[config.mk]
export PLATFORM = sky130hd
export DESIGN_NAME = alu_ctrl_seq_flat
export DESIGN_NICKNAME = d
export VERILOG_FILES = /design/src/rtl/alu_ctrl_seq_pkg.sv /design/src/rtl/alu_ctrl_seq_if.sv /design/src/rtl/alu_ctrl_seq_decode.sv /design/src/rtl/alu_ctrl_seq.sv /design/src/flat_wrapper.sv
export SDC_FILE = /design/constraint.sdc
export NUM_CORES = 1
export LEC_CHECK = 0
export BUFFER_PORTS_ARGS = -buffer_cell sky130_fd_sc_hd__buf_2
export CAP_MARGIN = 20
export CORE_AREA = 2 2 74 76
export CTS_BUF_LIST = sky130_fd_sc_hd__clkbuf_8
export CTS_CLUSTER_DIAMETER = 150
export CTS_CLUSTER_SIZE = 10
export DETAILED_ROUTE_END_ITERATION = 8
export DIE_AREA = 0 0 76 78
export PLACE_DENSITY = 0.45
export RECOVER_POWER = 100
export SLEW_MARGIN = 20
export SYNTH_ARGS = -nofsm -noshare
export SYNTH_HDL_FRONTEND = slang
export SYNTH_SLANG_ARGS = --single-unit
[constraint.sdc]
create_clock -name clk -period 3.1 [get_ports clk]
set_input_delay 0.62 -clock clk [delete_from_list [all_inputs] [get_ports clk]]
set_output_delay 0.62 -clock clk [all_outputs]
set_load 0.01 [all_outputs]
[src/rtl/alu_ctrl_seq_pkg.sv]
// Shared constants for the ALU control sequencer: control codes, aluop and
// R-type funct encodings, and the sequencer state type.
package alu_ctrl_pkg;

    localparam logic [4:0] CTRL_ADD  = 5'b00000;
    localparam logic [4:0] CTRL_AND  = 5'b00001;
    localparam logic [4:0] CTRL_XOR  = 5'b00010;
    localparam logic [4:0] CTRL_SLL  = 5'b00011;
    localparam logic [4:0] CTRL_SRL  = 5'b00111;
    localparam logic [4:0] CTRL_SRA  = 5'b01111;
    localparam logic [4:0] CTRL_COMP = 5'b01100;
    localparam logic [4:0] CTRL_DIFF = 5'b10000;

    localparam logic [2:0] OP_ADD   = 3'b000;
    localparam logic [2:0] OP_SLL   = 3'b001;
    localparam logic [2:0] OP_SRL   = 3'b010;
    localparam logic [2:0] OP_SRA   = 3'b011;
    localparam logic [2:0] OP_COMP  = 3'b100;
    localparam logic [2:0] OP_DIFF  = 3'b101;
    localparam logic [2:0] OP_ILL   = 3'b110;
    localparam logic [2:0] OP_RTYPE = 3'b111;

    localparam int unsigned FN_ADD  = 1;
    localparam int unsigned FN_COMP = 2;
    localparam int unsigned FN_AND  = 3;
    localparam int unsigned FN_XOR  = 4;
    localparam int unsigned FN_DIFF = 5;
    localparam int unsigned FN_SLL  = 6;
    localparam int unsigned FN_SRL  = 7;
    localparam int unsigned FN_SRA  = 8;

    typedef enum logic [1:0] {
        ST_IDLE,
        ST_HOLD,
        ST_STEP
    } state_e;

endpackage

[src/rtl/alu_ctrl_seq_if.sv]
// Request/beat handshake bundle between main control (master) and the
// ALU control sequencer (slave).
interface alu_ctrl_seq_if #(
    parameter int unsigned FUNCT_W = 6,
    parameter int unsigned SHAMT_W = 5
);
    logic               in_valid;
    logic               in_ready;
    logic [2:0]         aluop;
    logic [FUNCT_W-1:0] funct;
    logic [SHAMT_W-1:0] shamt;
    logic               out_valid;
    logic               out_ready;
    logic [4:0]         ctrl;
    logic [SHAMT_W-1:0] step_shamt;
    logic               first;
    logic               last;
    logic               illegal;

    modport master (
        output in_valid, aluop, funct, shamt, out_ready,
        input  in_ready, out_valid, ctrl, step_shamt, first, last, illegal
    );

    modport slave (
        input  in_valid, aluop, funct, shamt, out_ready,
        output in_ready, out_valid, ctrl, step_shamt, first, last, illegal
    );
endinterface

[src/rtl/alu_ctrl_seq_decode.sv]
// Combinational aluop/funct decoder producing the ALU control code, a shift
// flag and an illegal-op flag (illegal ops decode as ADD).
module alu_ctrl_decode
    import alu_ctrl_pkg::*;
#(
    parameter int unsigned FUNCT_W = 6
) (
    input  logic [2:0]         aluop_i,
    input  logic [FUNCT_W-1:0] funct_i,
    output logic [4:0]         ctrl_o,
    output logic               is_shift_o,
    output logic               illegal_o
);

    logic [31:0] funct_x;
    assign funct_x = 32'(funct_i);

    always_comb begin
        ctrl_o    = CTRL_ADD;
        illegal_o = 1'b0;
        case (aluop_i)
            OP_ADD:  ctrl_o = CTRL_ADD;
            OP_SLL:  ctrl_o = CTRL_SLL;
            OP_SRL:  ctrl_o = CTRL_SRL;
            OP_SRA:  ctrl_o = CTRL_SRA;
            OP_COMP: ctrl_o = CTRL_COMP;
            OP_DIFF: ctrl_o = CTRL_DIFF;
            OP_ILL:  illegal_o = 1'b1;
            OP_RTYPE: begin
                case (funct_x)
                    FN_ADD:  ctrl_o = CTRL_ADD;
                    FN_COMP: ctrl_o = CTRL_COMP;
                    FN_AND:  ctrl_o = CTRL_AND;
                    FN_XOR:  ctrl_o = CTRL_XOR;
                    FN_DIFF: ctrl_o = CTRL_DIFF;
                    FN_SLL:  ctrl_o = CTRL_SLL;
                    FN_SRL:  ctrl_o = CTRL_SRL;
                    FN_SRA:  ctrl_o = CTRL_SRA;
                    default: illegal_o = 1'b1;
                endcase
            end
        endcase
    end

    assign is_shift_o = (ctrl_o == CTRL_SLL) || (ctrl_o == CTRL_SRL) || (ctrl_o == CTRL_SRA);

endmodule

[src/rtl/alu_ctrl_seq.sv]
// Registered ALU control sequencer: decodes each request and issues it as one
// beat, or as shamt single-bit steps when MULTI_SHIFT is set.
module alu_ctrl_seq
    import alu_ctrl_pkg::*;
#(
    parameter int unsigned FUNCT_W     = 6,
    parameter int unsigned SHAMT_W     = 5,
    parameter bit          MULTI_SHIFT = 1'b1
) (
    input  logic           clk,
    input  logic           rst,
    alu_ctrl_seq_if.slave  bus
);

    state_e             state_q;
    logic [SHAMT_W-1:0] rem_q;
    logic [SHAMT_W-1:0] step_q;
    logic [4:0]         ctrl_q;
    logic               first_q;
    logic               last_q;
    logic               illegal_q;

    logic [4:0] dec_ctrl;
    logic       dec_shift;
    logic       dec_illegal;
    logic       consume;
    logic       accept;
    logic       multi;
    logic       shamt_one;

    alu_ctrl_decode #(
        .FUNCT_W (FUNCT_W)
    ) u_decode (
        .aluop_i    (bus.aluop),
        .funct_i    (bus.funct),
        .ctrl_o     (dec_ctrl),
        .is_shift_o (dec_shift),
        .illegal_o  (dec_illegal)
    );

    // last_q is only ever set in HOLD, so "consuming a last beat" frees the slot.
    assign consume   = (state_q != ST_IDLE) && bus.out_ready;
    assign bus.in_ready = !rst && ((state_q == ST_IDLE) || (consume && last_q));
    assign accept    = bus.in_valid && bus.in_ready;
    assign multi     = MULTI_SHIFT && dec_shift && (bus.shamt != '0);
    assign shamt_one = (bus.shamt == SHAMT_W'(1));

    always_ff @(posedge clk or posedge rst) begin
        if (rst) begin
            state_q   <= ST_IDLE;
            rem_q     <= '0;
            step_q    <= '0;
            ctrl_q    <= '0;
            first_q   <= 1'b0;
            last_q    <= 1'b0;
            illegal_q <= 1'b0;
        end else if (accept) begin
            ctrl_q    <= dec_ctrl;
            illegal_q <= dec_illegal;
            first_q   <= 1'b1;
            if (multi) begin
                step_q  <= SHAMT_W'(1);
                rem_q   <= bus.shamt - 1'b1;
                last_q  <= shamt_one;
                state_q <= shamt_one ? ST_HOLD : ST_STEP;
            end else begin
                step_q  <= dec_shift ? bus.shamt : '0;
                rem_q   <= '0;
                last_q  <= 1'b1;
                state_q <= ST_HOLD;
            end
        end else if (consume) begin
            case (state_q)
                ST_STEP: begin
                    // rem_q counts beats still to come after the one just consumed
                    rem_q   <= rem_q - 1'b1;
                    first_q <= 1'b0;
                    last_q  <= (rem_q == SHAMT_W'(1));
                    state_q <= (rem_q == SHAMT_W'(1)) ? ST_HOLD : ST_STEP;
                end
                default: begin
                    state_q   <= ST_IDLE;
                    step_q    <= '0;
                    ctrl_q    <= '0;
                    first_q   <= 1'b0;
                    last_q    <= 1'b0;
                    illegal_q <= 1'b0;
                end
            endcase
        end
    end

    assign bus.out_valid  = (state_q != ST_IDLE);
    assign bus.ctrl       = ctrl_q;
    assign bus.step_shamt = step_q;
    assign bus.first      = first_q;
    assign bus.last       = last_q;
    assign bus.illegal    = illegal_q;

endmodule

[src/flat_wrapper.sv]
// flat-port wrapper written by rule: the top's interface ports become plain ports
module alu_ctrl_seq_flat import alu_ctrl_pkg::*;
#(
    parameter int unsigned FUNCT_W     = 6,
    parameter int unsigned SHAMT_W     = 5,
    parameter bit          MULTI_SHIFT = 1'b1
)
  (clk, rst, bus_in_valid, bus_aluop, bus_funct, bus_shamt, bus_out_ready, bus_in_ready, bus_out_valid, bus_ctrl, bus_step_shamt, bus_first, bus_last, bus_illegal);
  alu_ctrl_seq_if #(.FUNCT_W(FUNCT_W), .SHAMT_W(SHAMT_W)) bus_i ();
  input  logic clk;
  input  logic rst;
  input wire logic [$bits(bus_i.in_valid)-1:0] bus_in_valid;
  input wire logic [$bits(bus_i.aluop)-1:0] bus_aluop;
  input wire logic [$bits(bus_i.funct)-1:0] bus_funct;
  input wire logic [$bits(bus_i.shamt)-1:0] bus_shamt;
  input wire logic [$bits(bus_i.out_ready)-1:0] bus_out_ready;
  output wire logic [$bits(bus_i.in_ready)-1:0] bus_in_ready;
  output wire logic [$bits(bus_i.out_valid)-1:0] bus_out_valid;
  output wire logic [$bits(bus_i.ctrl)-1:0] bus_ctrl;
  output wire logic [$bits(bus_i.step_shamt)-1:0] bus_step_shamt;
  output wire logic [$bits(bus_i.first)-1:0] bus_first;
  output wire logic [$bits(bus_i.last)-1:0] bus_last;
  output wire logic [$bits(bus_i.illegal)-1:0] bus_illegal;
  assign bus_i.in_valid = bus_in_valid;
  assign bus_i.aluop = bus_aluop;
  assign bus_i.funct = bus_funct;
  assign bus_i.shamt = bus_shamt;
  assign bus_i.out_ready = bus_out_ready;
  assign bus_in_ready = bus_i.in_ready;
  assign bus_out_valid = bus_i.out_valid;
  assign bus_ctrl = bus_i.ctrl;
  assign bus_step_shamt = bus_i.step_shamt;
  assign bus_first = bus_i.first;
  assign bus_last = bus_i.last;
  assign bus_illegal = bus_i.illegal;
  alu_ctrl_seq #(.FUNCT_W(FUNCT_W), .SHAMT_W(SHAMT_W), .MULTI_SHIFT(MULTI_SHIFT)) u_core (.clk(clk), .rst(rst), .bus(bus_i));
endmodule
Yosys cells after proc, flatten, opt, wreduce, memory -nomap -nowiden --
Index checks and enable logic that the tools add are counted. W data, S select, Z words.
Cells by class: $add $sub $neg 2, multipliers 0, divide/modulo/power cells 0, order comparisons 0, eq/ne operators 22, shift operators 0, multiplexer cells 29, bitwise logic cells 0, reduce and logical (&&, ||, !) cells 17
Operators by type and width (number):
- $mux W5 | 10
- $pmux W5 S7 | 1
- $pmux W5 S6 | 1
- $eq A6 B3 Y1 const B | 4
- $eq A3 B3 Y1 const B | 4
- $eq A6 B2 Y1 const B | 2
- $mux W2 | 6
- $eq A5 B1 Y1 const B | 2
- $mux W1 | 10
- $sub A5 B1 Y5 const B | 2
- $reduce_or A8 Y1 | 1
- $eq A3 B2 Y1 const B | 2
- $eq A6 B1 Y1 const B | 1
- $eq A6 B4 Y1 const B | 1
- $reduce_bool A2 Y1 | 3
- $eq A5 B2 Y1 const B | 1
- $eq A5 B3 Y1 const B | 1
- $eq A5 B4 Y1 const B | 1
- $logic_and A1 B1 Y1 | 5
- $reduce_bool A5 Y1 | 1
- $reduce_and A2 Y1 | 2
- $eq A3 B1 Y1 const B | 1
- $logic_or A1 B1 Y1 | 3
- $eq A2 B2 Y1 const B | 1
- other kinds (4) | 4
Storage, ports and cells: bits in registers 20, bits in latches 0, bits in writable memories 0, bits in read-only memories 0, bits of input ports 18, output and inout bits 15, logic and storage cells 77, memories 0

Depth between registers and ports, before layout --
Gate-level depths: netlist of run 1.
word-level depth 9, mapped depth 6, depth with buffers taken out 6

Modules after synthesis --
From an unflattened synthesis of run 1, not the netlist that was laid out.
Second synthesis, totals: cell total of the unflattened synthesis 125, area, all modules 1257.5 um2
Modules (own cells, without submodules):
- alu_ctrl_seq | times used 1, cells an instance 93, area an instance 1028.5 um2, seq. area each 475.5 um2
- alu_ctrl_decode | times used 1, cells an instance 32, area an instance 229.0 um2, seq. area each 0.0 um2

Least setup slack after synthesis of run 1 --
OpenSTA, ideal clock, no wires.
kind input-to-reg, from input bus_funct[1], to register u_core.step_q[1], in the netlist u_core.bus.step_shamt[1], library setup time 92 ps, arrival time 1636 ps, data required time 3008 ps, setup slack 1372 ps, stages 4, buffers on the path 0, cell sequence or4b_4 > a21boi_4 > o21ai_2 > o31ai_2
On the way: longest elaborated chain between the ends 9, elaborated cells on any way between the ends 18, classes of those cells eq/ne: 10; mux: 5; reduce/logical: 3
Ends and longest elaborated chain:
- from (decl) | line flat_wrapper.sv:14 | input wire logic [$bits(bus_i.funct)-1:0] bus_funct;
- $eq A6 B4 Y1, or another cell as far along | line alu_ctrl_seq_decode.sv:30 | case (funct_x)
- $pmux W5 S7 * | line alu_ctrl_seq_decode.sv:30
- $pmux W5 S6 * | line alu_ctrl_seq_decode.sv:21 | case (aluop_i)
- $eq A5 B2 Y1 / $eq A5 B3 Y1 (equally long branches) | line alu_ctrl_seq_decode.sv:45 | assign is_shift_o = (ctrl_o == CTRL_SLL) || (ctrl_o == CTRL_SRL) || (ctrl_o == CTRL_SRA);
- $logic_or A1 B1 Y1 | line alu_ctrl_seq_decode.sv:45
- $logic_or A1 B1 Y1 * | line alu_ctrl_seq_decode.sv:45
- $mux W5 / $logic_and A1 B1 Y1 (equally long branches) | line alu_ctrl_seq.sv:67, alu_ctrl_seq.sv:45
- $mux W5 * | line alu_ctrl_seq.sv:61 | if (multi) begin
- $mux W5 * | line alu_ctrl_seq.sv:57 | end else if (accept) begin
- to (signal assigned) | line alu_ctrl_seq.sv:67 | step_q <= dec_shift ? bus.shamt : '0;
- to (decl) | line alu_ctrl_seq.sv:17 | logic [SHAMT_W-1:0] step_q;
Every way passes the cells marked *; elsewhere a longest branch is shown, timed or not. A chain may end at the register's enable or synchronous reset.

Worst setup path after layout of run 1 --
from input bus_funct[1], to register u_core.rem_q[4]
On the way: longest elaborated chain between the ends 9, elaborated cells on any way between the ends 17, classes of those cells eq/ne: 10; mux: 4; reduce/logical: 3
Ends and longest elaborated chain:
- $eq A6 B4 Y1, or another cell as far along | line alu_ctrl_seq_decode.sv:30
- $pmux W5 S7 * | line alu_ctrl_seq_decode.sv:30
- $pmux W5 S6 * | line alu_ctrl_seq_decode.sv:21
- $eq A5 B2 Y1 / $eq A5 B3 Y1 (equally long branches) | line alu_ctrl_seq_decode.sv:45
- $logic_or A1 B1 Y1 | line alu_ctrl_seq_decode.sv:45
- $logic_or A1 B1 Y1 * | line alu_ctrl_seq_decode.sv:45
- $logic_and A1 B1 Y1 * | line alu_ctrl_seq.sv:45 | assign multi = MULTI_SHIFT && dec_shift && (bus.shamt != '0);
- $mux W5 * | line alu_ctrl_seq.sv:61
- $mux W5 * | line alu_ctrl_seq.sv:57
- to (signal assigned) | line alu_ctrl_seq.sv:63 | rem_q <= bus.shamt - 1'b1;
- to (signal assigned) | line alu_ctrl_seq.sv:76 | rem_q <= rem_q - 1'b1;
- to (decl) | line alu_ctrl_seq.sv:16 | logic [SHAMT_W-1:0] rem_q;
Marks and branches as above.

==> out/metrics.cfg, run 1 <==
[timing]
fmax_mhz = 483
layout_min_cycle_time_ps = 2070
hold_ws_ps = 484
worst_pin_slew_ps = 750
hold_violations = 0
drv_slew = 0
setup_violations = 0
period_share_pct = 66.8
relSlewSlack_pct = 50.0
tns_ps = 0
rsz0062_at_grt = false
fin_ws_ps = 1030
clock-skew-final_ps = 13.7

[power]
power_density_nw_per_um2 = 645
p_total_uw = 931
peakVddDrop_mv = 0.212
p_leak_nw = 0.606

[floorplan]
fp.dieH_microns = 78
core-area_sq_um = 5040
ioPinCount = 33
chipWidth_microns = 76
placementRows = 26
fp.dieArea_sq_um = 5930
start_util_pct = 23.8

[synthesis]
synth.avg_cell_area_sq_um = 9.23
yosysSeqAreaShare_pct = 39.6
yosysWarnings = 0
syn_nets = 152
synthDistinctLibCells = 45
synthesis.instances = 130
synth_edf_count = 0
syn_area_sq_um = 1200
synth-seq-cells = 19
synth_ff_type = dfrtp_1
async_flop_share_pct = 100

[drt]
wirelength_microns = 3050
drtAntennaViolNets = 0
first_iter_violations = 33
vias_per_cell = 4.69
remaining_drc_errors = 0
routedWlPerCell_microns = 13.0
firstDrtPassIters = 4
num_vias = 1101

[setup_path]
crit_path_end_kind = flip-flop
arrival_ps = 2230
crit_fanout = 6
startpoint = bus_funct[1]
crit_path_start_kind = input pin
crit_type = input pin to flip-flop
worst-endpoint-required_ps = 3260
r2r-start = u_core.bus.last$_DFFE_PP0P_

[cells_and_area]
layout.cells.non_filler = 235
multi_input_area_sq_um = 662
nFillCells = 548
finish.utilization_pct = 28.6
finalInstanceArea_sq_um = 1440
finalNetCount = 188
final_layout_size_suffix_gt1_share_pct = 15.2
area_delta_synth_final_pct = 20.2
final-seq-area_sq_um = 475
n_antenna_cell = 0

[cts]
cts_hold_buffers = 0
cts_sinks = 19
h-tree-depth = 1
post_cts_buffers = 0
clk_latency_ps = 260
post_cts_resized = 0
cts_tree = yes
clkTransAtPathRegs_ps = 70
clock-root-buffer = clkbuf_8
cts_buffers = 3
clockBufferDepth = 2

[placement]
place.gp.congestion = 0.769
port_buffers = 32
place_area_sq_um = 1450
dpl_worst_slack_ps = 1130
dp_hpwl_microns = 2430
dpl.cell_count = 231

[global_routing]
overflow = 0
grt_max_degree = 20
antenna_found_initial = 0
grt_pass1_vias = 1110
grt_use_total_pct = 10.6
grt_pass1_wl_microns = 5110

[hold_path]
hp-start = u_core.bus.step_shamt[2]$_DFFE_PP0P_
hold_path.class = flip-flop to flip-flop

[run]
maxCapViolCount = 0

[run_status]
status = complete, no violations

logic make-up (layout without fill, tap and decap cells):
group | after synthesis | after routing | share of synthesized area, %
XOR/XNOR | 5 | 5 | 3.65
buffers and inverters | 10 | 45 | 3.23
AND/OR/NAND/NOR | 56 | 56 | 26.0
AO/OA/AOI/OAI | 36 | 36 | 23.4
adder cells (fa/ha/maj) | 4 | 4 | 4.17
flip-flops | 19 | 19 | 39.6
final cells by class:
type	count	share of cell area, %
Clock inverter	1	0.347
Timing Repair Buffer	33	9.80
Multi-Input combinational cell	101	45.9
Clock buffer	3	2.86
Inverter	8	2.08
Sequential cell	19	33.0
Tap cell	70	6.07
power by group:
group | total (mW) | switching (mW) | leakage (nW) | internal, mW
clock network | 0.181 | 0.0912 | 0.0255 | 0.0894
registers | 0.404 | 0.0767 | 0.247 | 0.327
logic | 0.346 | 0.209 | 0.334 | 0.137
total | 0.931 | 0.377 | 0.606 | 0.554
final timing paths:
kind / cells after the start / to / slack, ps
max in group asynchronous: 2 / u_core.bus.step_shamt[2]$_DFFE_PP0P_ / 2070
worst max register to register: 4 / u_core.rem_q[4]$_DFFE_PP0P_ / 1320
worst min register to register: 1 / u_core.bus.step_shamt[2]$_DFFE_PP0P_ / 480
worst max-delay path: 5 / u_core.rem_q[4]$_DFFE_PP0P_ / 1030
min in group asynchronous: 2 / u_core.rem_q[0]$_DFFE_PP0P_ / 550
worst min-delay path: 1 / u_core.bus.step_shamt[2]$_DFFE_PP0P_ / 480
flip-flops by register name, indices dropped and copies added (netlist names):
signal / flops
u_core.bus.ctrl: 5
u_core.bus.first: 1
u_core.bus.illegal: 1
u_core.bus.last: 1
u_core.bus.step_shamt: 5
u_core.rem_q: 5
u_core.state_q: 1
synth_stat cells, types with 3 or more instances:
| library cell | number | share of area [%] |
|---|---|---|
| dfrtp_1 | 19 | 40 |
| nand2_1 | 18 | 5.6 |
| nor2_1 | 10 | 3.1 |
| o21ai_0 | 10 | 4.2 |
| inv_1 | 8 | 2.5 |
| and2_1 | 4 | 2.1 |
| ha_1 | 4 | 4.2 |
| nand3b_1 | 4 | 2.5 |
| nor3_1 | 4 | 1.7 |
| a21oi_1 | 3 | 1.3 |
| nand3_1 | 3 | 1.3 |
| o211ai_1 | 3 | 1.9 |
| xnor2_1 | 3 | 2.2 |
cell usage in the layout (no fill, tap or decap), drive strengths merged, types with 3 or more instances in the layout:
cell type and n:
a21oi 3, and2 4, buf 14, clkbuf 22, dfrtp 19, ha 4
inv 8, nand2 18, nand3 3, nand3b 4, nor2 10, nor3 4
o211ai 4, o21ai 13, o221ai 3, xnor2 3
worst max-delay path, cell delays in order:
cell	delay (ps)
clkbuf_1	130
or4b_1	590
a21boi_0	350
o21ai_0	270
o2111ai_1	270
layer usage:
layer / track usage (%) / vias to the layer above / wire (microns)
li1: - / 543 / -
met1: 13.3 / 526 / 1530
met2: 18.4 / 30 / 1350
met3: 1.28 / 2 / 132
met4: 4.36 / 0 / 37
met5: 0 / - / 0
Note: power is estimated with default switching activity, not from simulation.
==> run 2, diff against run 1 <==
clock period = 2.1 ns   (was 3.1 ns; I/O delays follow)
==> run 2 against run 1 <==
  * Count of clock-buffer cells in the layout unchanged
  * Combinational power up 47%
  * Sequential share of layout area down 0.34 points
  * Via count up 1.2%
  * Sequential power up 48%
  * First-iteration DRC count down 42%
  * Worst hold slack worse by 140 ps
  * Non-clock buffer count unchanged
  * Critical endpoint is now bus_in_ready
  * Flip-flop and latch count unchanged
  * Die area unchanged
==> out/metrics.cfg, run 2 (synthesis gave the netlist of run 1 again) <==
[timing]
relSlewSlack_pct = 50.9
worst_pin_slew_ps = 736
rsz0062_at_grt = false
drv_slew = 0
layout_min_cycle_time_ps = 1770
tns_ps = 0
fmax_mhz = 564
clock-skew-final_ps = 7.72
period_share_pct = 84.5
setup_violations = 0
hold_violations = 0

[placement]
place_area_sq_um = 1450
port_buffers = 32
dp_hpwl_microns = 2440
place.gp.congestion = 0.829

[global_routing]
overflow = 0
grt_use_total_pct = 11.2
grt_pass1_wl_microns = 5400
antenna_found_initial = 0
grt_max_degree = 20
grt_pass1_vias = 1164

[drt]
remaining_drc_errors = 0
wl_met1_microns = 1490
routedWlPerCell_microns = 13.1
drtAntennaViolNets = 0
wirelength_microns = 3080
route.met3.wl_microns = 158
vias_per_cell = 4.74
num_vias = 1114
first_iter_violations = 19
dr_wl_met2_microns = 1400
highest_layer = met4
firstDrtPassIters = 4

[cells_and_area]
final_layout_size_suffix_gt1_share_pct = 17.6
final_cell_mix = 19 x dfrtp_1, 18 x nand2_1, 16 x buf_2, 16 x clkbuf_1, 13 x o21ai_0
nFillCells = 570
area_delta_synth_final_pct = 21.5
multi_input_area_sq_um = 671
finalNetCount = 188
final-seq-area_sq_um = 475
finalInstanceArea_sq_um = 1460
n_antenna_cell = 0
final_common_cell = dfrtp_1

[cts]
cts_hold_buffers = 0
post_cts_resized = 0
clock-root-buffer = clkbuf_8
clkTransAtPathRegs_ps = 80
clk_latency_ps = 260
clockBufferDepth = 2
cts_sinks = 19
cts_tree = yes
h-tree-depth = 1
cts_buffers = 3
post_cts_buffers = 0

[setup_path]
worst-endpoint-required_ps = 1680
critPathMaxStageDelay_ps = 500
slowest_stage = dfrtp_1
arrival_ps = 1350
crit_fanout = 11
crit_chain = nor2_1, inv_1, a21oi_1, clkbuf_1
crit_type = flip-flop to primary output
r2r_slack_ps = 360
crit_path_end_kind = primary output
crit_path_start_kind = flip-flop

[hold_path]
hold_path.class = input pin to async pin

[floorplan]
fp.dieH_microns = 78
placementRows = 26
start_util_pct = 23.8
ioPinCount = 33
chipWidth_microns = 76
fp.dieArea_sq_um = 5930
core-area_sq_um = 5040

[power]
power_density_nw_per_um2 = 937
peakVddDrop_mv = 0.409
p_leak_nw = 0.616

[run_status]
status = complete, no violations

[run]
maxCapViolCount = 0

[run 2: path summary, 6_finish.rpt]
path	end	start	depth (start not counted)
worst max-delay path	bus_in_ready	u_core.bus.last$_DFFE_PP0P_	4
worst min-delay path	u_core.bus.first$_DFFE_PP0P_	rst	2
worst max register to register	u_core.rem_q[4]$_DFFE_PP0P_	u_core.bus.last$_DFFE_PP0P_	4
worst min register to register	u_core.bus.ctrl[0]$_DFFE_PP0P_	u_core.bus.ctrl[0]$_DFFE_PP0P_	2
max in group asynchronous	u_core.bus.illegal$_DFFE_PP0P_	rst	2
min in group clk	u_core.rem_q[0]$_DFFE_PP0P_	bus_shamt[0]	2
[run 2: where the power goes]
part / internal [mW] / leakage [nW] / switching (mW)
registers: 0.483 / 0.247 / 0.113
logic: 0.203 / 0.344 / 0.305
clock network: 0.132 / 0.0255 / 0.129
[run 2: area by class of cell]
class	count	share of cell area, %
multi-input cells	101	46.0
flip-flops and latches	19	32.6
repair buffers	33	10.1
well taps	70	6.01
clock buffers	3	2.83
inverters	8	2.06
clock inverters	1	0.343
[run 2: stage by stage]
step / total power [mW] / hold slack (ps) / util [%] / instances / worst slack [ps]
floorplan: 0.930 / 371 / - / 130 / 555
finish: 1.37 / 342 / 28.9 / 235 / 327
global placement: 1.14 / 473 / 28.7 / 231 / 362
CTS: 1.42 / 353 / 29.6 / 235 / 345
detailed placement: 1.15 / 474 / 28.7 / 231 / 335
global route: 1.49 / 440 / 28.9 / 235 / 168
[run 2: routing by layer]
metal,track usage (%),up-vias
li1,-,545
met1,14.5,540
met2,18.3,27
met3,1.98,2
met4,5.09,0
met5,0,-
[run 2: critical path, delay by kind of cell (launching register included)]
family                 cells  cell delay, ps
DFF                        1             500
buffers and inverters      2             260
and+or+nand+nor            1             200
AOI/OAI and AO/OA          1             130
